## config.mk

```make
export PLATFORM = sky130hd
export DESIGN_NAME = three_way_arbiter
export DESIGN_NICKNAME = d
export VERILOG_FILES = /design/src/rtl/three_way_arbiter.sv
export SDC_FILE = /design/constraint.sdc
export NUM_CORES = 1
export LEC_CHECK = 0
export ABC_AREA = 1
export CORE_AREA = 2 2 39 41
export CTS_BUF_LIST = sky130_fd_sc_hd__clkbuf_8
export CTS_CLUSTER_SIZE = 12
export DETAILED_ROUTE_END_ITERATION = 7
export DIE_AREA = 0 0 41 43
export GPL_TIMING_DRIVEN = 0
export SYNTH_ARGS = -nofsm -noshare
export SYNTH_HDL_FRONTEND = slang
export SYNTH_SLANG_ARGS = --single-unit
```

## constraint.sdc

```tcl
create_clock -name clk -period 0.9 [get_ports clk]
set_clock_uncertainty 0.15 [all_clocks]
set_input_delay 0.09 -clock clk [delete_from_list [all_inputs] [get_ports clk]]
set_output_delay 0.09 -clock clk [all_outputs]
set_load 0.01 [all_outputs]
```

## src/rtl/three_way_arbiter.sv

```systemverilog
// three_way_arbiter: sticky fixed-priority 3-way arbiter; define ARBITER_FAST_HANDOFF_EN for direct owner-to-owner handoff
module three_way_arbiter (
  input  logic       clk,
  input  logic       resetn,
  input  logic [2:0] r,
  output logic [2:0] g
);
  typedef enum logic [1:0] {IDLE, GNT0, GNT1, GNT2} state_t;
  state_t state, pick, next;
  logic hold;
  // Highest-priority pending requester, consulted only at a decision point
  always_comb pick = r[0] ? GNT0 : r[1] ? GNT1 : r[2] ? GNT2 : IDLE;
  // Current owner keeps the grant while it still requests; otherwise decide or fall back to idle
  always_comb begin
    hold = |(r & g);
`ifdef ARBITER_FAST_HANDOFF_EN
    next = hold ? state : pick;
`else
    next = hold ? state : state == IDLE ? pick : IDLE;
`endif
  end
  // State and one-hot grant are registered together so g never depends combinationally on r
  always_ff @(posedge clk or negedge resetn)
    if (!resetn) begin
      state <= IDLE;
      g <= '0;
    end else begin
      state <= next;
      g <= {next == GNT2, next == GNT1, next == GNT0};
    end
endmodule

```

==> results.json, run 1 <==
{
  "run_status": "finished, violations left",
  "violations": "negative hold slack, negative setup slack",
  "timing.max_slew.rel_slack_pct": 85.9,
  "final_common_cell": "nand2_1",
  "synth_seq_area_share_pct": 43.7,
  "rsz_0062_raised_after_global_routing": "true",
  "post_drt_wl_per_cell_um": 7.95,
  "fillerInstances": 147,
  "worst_setup_hold_path_clk_slew_ps": 30,
  "global_route_wire_length_before_repair_um": 834,
  "number_of_antenna_violations_at_the_first_check_in_global_routing": 0,
  "hold_ws_ps": -64.1,
  "synth.top_cell.area_share_pct": 43.7,
  "power-per-cell-area_nw_per_um2": 3250,
  "grt.total_usage_pct": 7.37,
  "max_freq_ghz": 0.917,
  "crit_path_end_kind": "flip-flop",
  "maximum_number_of_pins_on_one_net_before_global_route_repair": 7,
  "fp.dieH_um": 43,
  "synth.ff_latch_count": 5,
  "report.final.setup_viol": 8,
  "critical_path.startpoint": "state[0]$_DFF_PN0_",
  "tritoncts": "yes",
  "placed_cells_incl_taps": 59,
  "yosys.cell_types.count": 9,
  "yosys-top-cells-area": "dfrtp_1 44%, nand2_1 17%, inv_1 7.9%",
  "design.die.area_um2": 1760,
  "fin_total_pwr_mw": 1.41,
  "core_area_um2": 1380,
  "r2r-start": "state[0]$_DFF_PN0_",
  "worstHoldPathType": "input pin to asynchronous set/reset pin",
  "layout_cells_excl_fill": 65,
  "synth_area_per_cell_um2": 7.96,
  "cap_viol_max_count": 0,
  "synth.net_count": 41,
  "drt_pass1_iterations": 2,
  "grt_overflow": 0,
  "static-leakage-power_nw": 0.247,
  "start_util_pct": 20.7,
  "layout_common_cells": "10 x nand2_1, 7 x inv_1, 6 x nand2_2, 5 x dfrtp_1",
  "num_rows": 14,
  "wirelength_um": 517,
  "port_buffers": 7,
  "place_congestion": 0.709,
  "ctsLongestPathBuffers": 2,
  "residual_drc": 0,
  "first_global_vias": 247,
  "dpl_worst_slack_ps": -399,
  "io_pins": 8,
  "critical_path.startpoint_type": "flip-flop",
  "final_min_period_over_clock_period_pct": 121,
  "cp_max_fo": 2,
  "period_needed_ps": 1090,
  "area_growth_syn_to_layout_pct": 51.5,
  "clock-root-buffer": "clkbuf_8",
  "worstSetupPathType": "flip-flop to flip-flop",
  "cts_buffers": 3,
  "timing.final.max_slew_violations": 0,
  "drtIter0Drc": 3,
  "synth.cell_area_um2": 287,
  "synthesis.yosys.warnings": 0,
  "fraction_of_layout_cells_with_a_size_suffix_above_1_pct": 40.8,
  "fin_nets": 55,
  "worst_ir_drop_vdd_mv": 1.07,
  "synthesis.instances": 36,
  "drtAntennaViolNets": 0,
  "cp_data_arrival_time_ps": 1050,
  "vias": 243,
  "antenna_cells": 0,
  "setup-tns-final_ps": -1010,
  "post_drt_via_cell_ratio": 3.74,
  "synth_area_leader_cell": "dfrtp_1",
  "worstMarginPinSlew_ps": 211,
  "number_of_hold_violations_in_the_final_report": 5,
  "clock-sinks": 5,
  "clock_insertion_delay_worst_skew_ps": 220,
  "htree_levels": 1,
  "fp.dieW_um": 41,
  "cp_data_required_time_ps": 850,
  "worst_slack_ps": -190,
  "dp_hpwl_um": 410
}
## cell usage after synthesis, drive strengths merged
| cell | n |
|---|---|
| nand2 | 16 |
| inv | 6 |
| dfrtp | 5 |
| nor2 | 5 |
| nand3 | 2 |
| o21ai | 2 |
## power breakdown
part / internal [mW] / switching, mW
Clock: 0.292 / 0.103
Sequential: 0.323 / 0.0839
Combinational: 0.270 / 0.338
Total: 0.885 / 0.525
## registers in the layout, summed over array words and instances (netlist names)
name	count
state	2
g	3
## cells by family (layout without fill, tap and decap cells)
kind of cell	Yosys count	count (layout)	synth area share, %
AO/OA/AOI/OAI	2	2	6.11
flip-flops	5	5	43.7
AND/OR/NAND/NOR	23	23	42.4
buffers and inverters	6	19	7.86
## routing by layer
layer	up-vias	wire length, um	share of wire (%)	global-route usage, %
li1	132	-	-	-
met1	103	207	40	7.21
met2	6	253	49	11.3
met3	2	35	6.8	1.57
met4	0	20	3.9	8.00
met5	-	0	0	0
## per-stage QoR
step	hold WS, ps	instance area, um^2	utilization, %
final	-64.1	434	31.4
after global routing	-40.6	434	31.4
after CTS	-59.1	417	30.1
after detailed placement	174	382	27.6
after global placement	176	382	27.6
after floorplan	-356	292	-
## area by class of cell
class	instances	area, um^2	area share, %
clock buffers	3	41.3	9.51
inverters	6	22.5	5.19
well taps	16	20.0	4.61
flip-flops and latches	5	125	28.8
clock inverters	1	3.75	0.865
multi-input cells	25	149	34.3
repair buffers	9	72.6	16.7
## repair_timing
action                                  4_1_cts  5_1_grt
endpoints found under the setup margin        8        8
setup buffers                                 0        2
cloned                                        0        0
hold endpoints to repair                      5        5
pin swaps                                     0        7
resized for setup                            10        5
## final timing paths
kind	endpoint	slack [ps]	cells past startpoint
max	g[0]$_DFF_PN0_	-190	4
min	state[1]$_DFF_PN0_	-60	1
max reg2reg	g[0]$_DFF_PN0_	-190	4
min reg2reg	state[1]$_DFF_PN0_	470	3
max in group asynchronous	g[2]$_DFF_PN0_	480	1
min in group clk	state[1]$_DFF_PN0_	160	4
## worst max-delay path: stages, from the launching register on
cell	delay (ps)
dfrtp_1	400
nor2_4	120
nand3_2	90
o21ai_2	150
nor2_1	60
(Power assumes the default switching activity.)
==> inputs of run 2 (changes only) <==
- GPL_ROUTABILITY_DRIVEN: not set -> 0
==> results of run 2 <==
Same layout as run 1: the final DEF is identical, and so are final timing and power.
==> inputs of run 3 (changes only) <==
- ABC_AREA: 1 -> 0
- clock period: 0.9 -> 1 ns (I/O delays scaled with it)
==> run 3 against run 2 <==
Against the previous run: the run still ends with negative hold slack, negative setup slack left; utilization decreased by 3.0 points; synthesized cell count decreased by 36%; maximum frequency down 28%; combinational power down 40%; design area shrank 9.5%; cell count down 22%; critical endpoint is now g[2]$_DFF_PN0_; largest cell class unchanged.
==> results.json, run 3 <==
{
  "run_status": "finished, violations left",
  "violations": "negative hold slack, negative setup slack",
  "drtAntennaViolNets": 0,
  "grt.total_usage_pct": 10.2,
  "grt_overflow": 0,
  "final_common_cell": "dfrtp_1",
  "design.die.area_um2": 1760,
  "timing.critical_path.cells": "a222oi_1, buf_4, nand2b_4, o32ai_2",
  "yosys.area_share.simple_pct": 22.8,
  "number_of_antenna_violations_at_the_first_check_in_global_routing": 0,
  "tritoncts": "yes",
  "synth_seq_area_share_pct": 54.3,
  "post_drt_via_cell_ratio": 4.65,
  "wirelength_um": 614,
  "post_drt_wl_per_cell_um": 12.0,
  "yosys.area_share.xor_xnor_pct": 0,
  "rsz_0062_raised_after_global_routing": "true",
  "fin_nets": 41,
  "vias": 237,
  "worstPathBufferInverterCount": 1,
  "timing.final.max_slew_violations": 0,
  "num_rows": 14,
  "report.final.setup_viol": 6,
  "ctsLongestPathBuffers": 2,
  "cp_max_fo": 5,
  "hold_ws_ps": -47.4,
  "critical_path.startpoint_type": "flip-flop",
  "cp_data_arrival_time_ps": 1470,
  "dp_hpwl_um": 409,
  "fillerInstances": 149,
  "path_delay_family": "compound AO/OA/AOI/OAI gates",
  "synth.cell_area_um2": 230,
  "layout_common_cells": "5 x dfrtp_1, 3 x inv_1, 3 x clkbuf_8, 3 x dlygate4sd2_1",
  "number_of_hold_violations_in_the_final_report": 5,
  "worstMarginPinSlew_ps": 417,
  "largest_register_by_flop_count": "g",
  "area_growth_syn_to_layout_pct": 70.7,
  "static-leakage-power_nw": 0.190,
  "drtIter0Drc": 8,
  "synth_area_per_cell_um2": 10.0,
  "fraction_of_layout_cells_with_a_size_suffix_above_1_pct": 37.1,
  "synthesis.yosys.warnings": 0,
  "power-per-cell-area_nw_per_um2": 2790,
  "synthTopCellsByCount": "5 x dfrtp_1, 3 x inv_1, 2 x a21oi_1, 2 x nand2b_1, 2 x nor2_1",
  "clock-root-buffer": "clkbuf_8",
  "htree_levels": 1,
  "ys_dominant_reg_cell": "dfrtp_1",
  "critPathSlowestCell": "a222oi_1",
  "drt_pass1_iterations": 4,
  "timing.max_slew.rel_slack_pct": 72.2,
  "synth_enable_flop_cells": 0,
  "global_route_wire_length_before_repair_mm": 1.12,
  "crit_path_end_kind": "flip-flop",
  "period_needed_ps": 1520,
  "synth_area_leader_cell": "dfrtp_1",
  "synth_top_family_by_area": "simple AND/OR/NAND/NOR gates",
  "synth.top_cell.area_share_pct": 54.3,
  "maximum_number_of_pins_on_one_net_before_global_route_repair": 6,
  "antenna_cells": 0,
  "final_min_period_over_clock_period_pct": 152,
  "yosys-top-cells-area": "dfrtp_1 54%, nand2b_1 5.4%, inv_1 4.9%",
  "worstSetupPathType": "flip-flop to flip-flop",
  "fp.dieW_um": 41,
  "worst_slack_ps": -521,
  "max_stage_delay_ps": 430,
  "port_buffers": 7,
  "worstHoldPathType": "input pin to asynchronous set/reset pin",
  "r2r-start": "g[0]$_DFF_PN0_",
  "max_freq_ghz": 0.658,
  "synth.net_count": 28,
  "async_flop_share_pct": 100,
  "worst_setup_hold_path_clk_slew_ps": 40,
  "synth.area.mux_share_pct": 0,
  "rr_worst_depth": 4,
  "yosys.cell_types.count": 14,
  "io_pins": 8,
  "ff2ff_setup_slack_ps": -520,
  "cell_with_the_most_instances_after_synthesis": "dfrtp_1",
  "synth_compound_area_share_pct": 17.9,
  "clock_insertion_delay_worst_skew_ps": 220,
  "cap_viol_max_count": 0,
  "cp_data_required_time_ps": 950,
  "residual_drc": 0,
  "start_util_pct": 16.6,
  "fp.dieH_um": 43,
  "synth.ff_latch_count": 5,
  "synth_adder_area_share_pct": 0,
  "cts_buffers": 3,
  "reg.largest.list": "g: 3 flops, state: 2 flops",
  "flip_flop_count_of_the_largest_register_all_copies_and_words_added": 3,
  "synthesis.instances": 23,
  "worst_ir_drop_vdd_mv": 0.786,
  "end_of_the_worst_register_to_register_path": "g[2]$_DFF_PN0_",
  "core_area_um2": 1380,
  "dpl_worst_slack_ps": -1010,
  "first_global_vias": 261,
  "clock-sinks": 5
}
==> run 3: cell count changes after synthesis, moves of 2 or more <==
cell      previous run  this run
a21oi_1              0         2
inv_1                6         3
nand2_1             13         1
nand2_2              3         0
nand2b_1             0         2
nor2_1               4         2
o21ai_2              2         0
==> run 3: timing repair <==
action,4_1_cts,5_1_grt
setup buffers,1,0
gates cloned,0,0
pin swaps,4,2
hold endpoints to repair,5,5
gates resized for setup,15,3
endpoints found under the setup margin,8,8
==> run 3: power breakdown <==
group          leakage, nW  internal [mW]  switching, mW
clock network       0.0255          0.268          0.104
registers           0.0657          0.275         0.0881
logic               0.0990          0.190          0.173
total                0.190          0.732          0.365
==> run 3: per-layer routing <==
layer,GRT usage (%),up-vias,wire length [um]
li1,-,107,-
met1,10.7,111,237
met2,12.5,15,320
met3,6.28,4,44
met4,10.7,0,11
met5,0,-,0
==> run 3: cell families (layout without fill, tap and decap cells) <==
| kind of cell | Yosys count | in the layout |
|---|---|---|
| AOI/OAI and AO/OA | 6 | 6 |
| buffers and inverters | 3 | 15 |
| and+or+nand+nor | 9 | 9 |
| DFF | 5 | 5 |
==> run 3: cell type report <==
cell class / instances / area [um^2] / area share (%)
Tap cell: 16 / 20.0 / 5.10
Sequential cell: 5 / 125 / 31.8
Clock buffer: 3 / 41.3 / 10.5
Clock inverter: 1 / 5.00 / 1.27
Timing Repair Buffer: 8 / 63.8 / 16.2
Multi-Input combinational cell: 15 / 126 / 32.2
Inverter: 3 / 11.3 / 2.87
==> run 3: worst max-delay path by stage <==
stage / end / cells past startpoint / startpoint
after floorplan: g[2]$_DFF_PN0_ / 3 / g[0]$_DFF_PN0_
after global placement: g[2]$_DFF_PN0_ / 4 / r[0]
after detailed placement: g[2]$_DFF_PN0_ / 4 / r[1]
after CTS: g[1]$_DFF_PN0_ / 4 / g[0]$_DFF_PN0_
after global routing: g[2]$_DFF_PN0_ / 3 / g[0]$_DFF_PN0_
final: g[2]$_DFF_PN0_ / 4 / g[0]$_DFF_PN0_
==> run 3: worst register-to-register path: stages (launching register included) <==
cell      delay (ps)
dfrtp_1          370
a222oi_1         430
buf_4            220
nand2b_4         150
o32ai_2           80
==> run 3: metrics by stage <==
| step | total power, mW | instances | TNS (ps) | utilization (%) | area, um^2 |
|---|---|---|---|---|---|
| after floorplan | 0.492 | 23 | -2370 | - | 230 |
| after global placement | 0.622 | 46 | -4630 | 23.1 | 320 |
| after detailed placement | 0.629 | 46 | -4750 | 23.1 | 320 |
| after CTS | 1.09 | 51 | -2590 | 28.4 | 393 |
| after global routing | 1.17 | 51 | -2810 | 28.4 | 393 |
| final | 1.10 | 51 | -2610 | 28.4 | 393 |
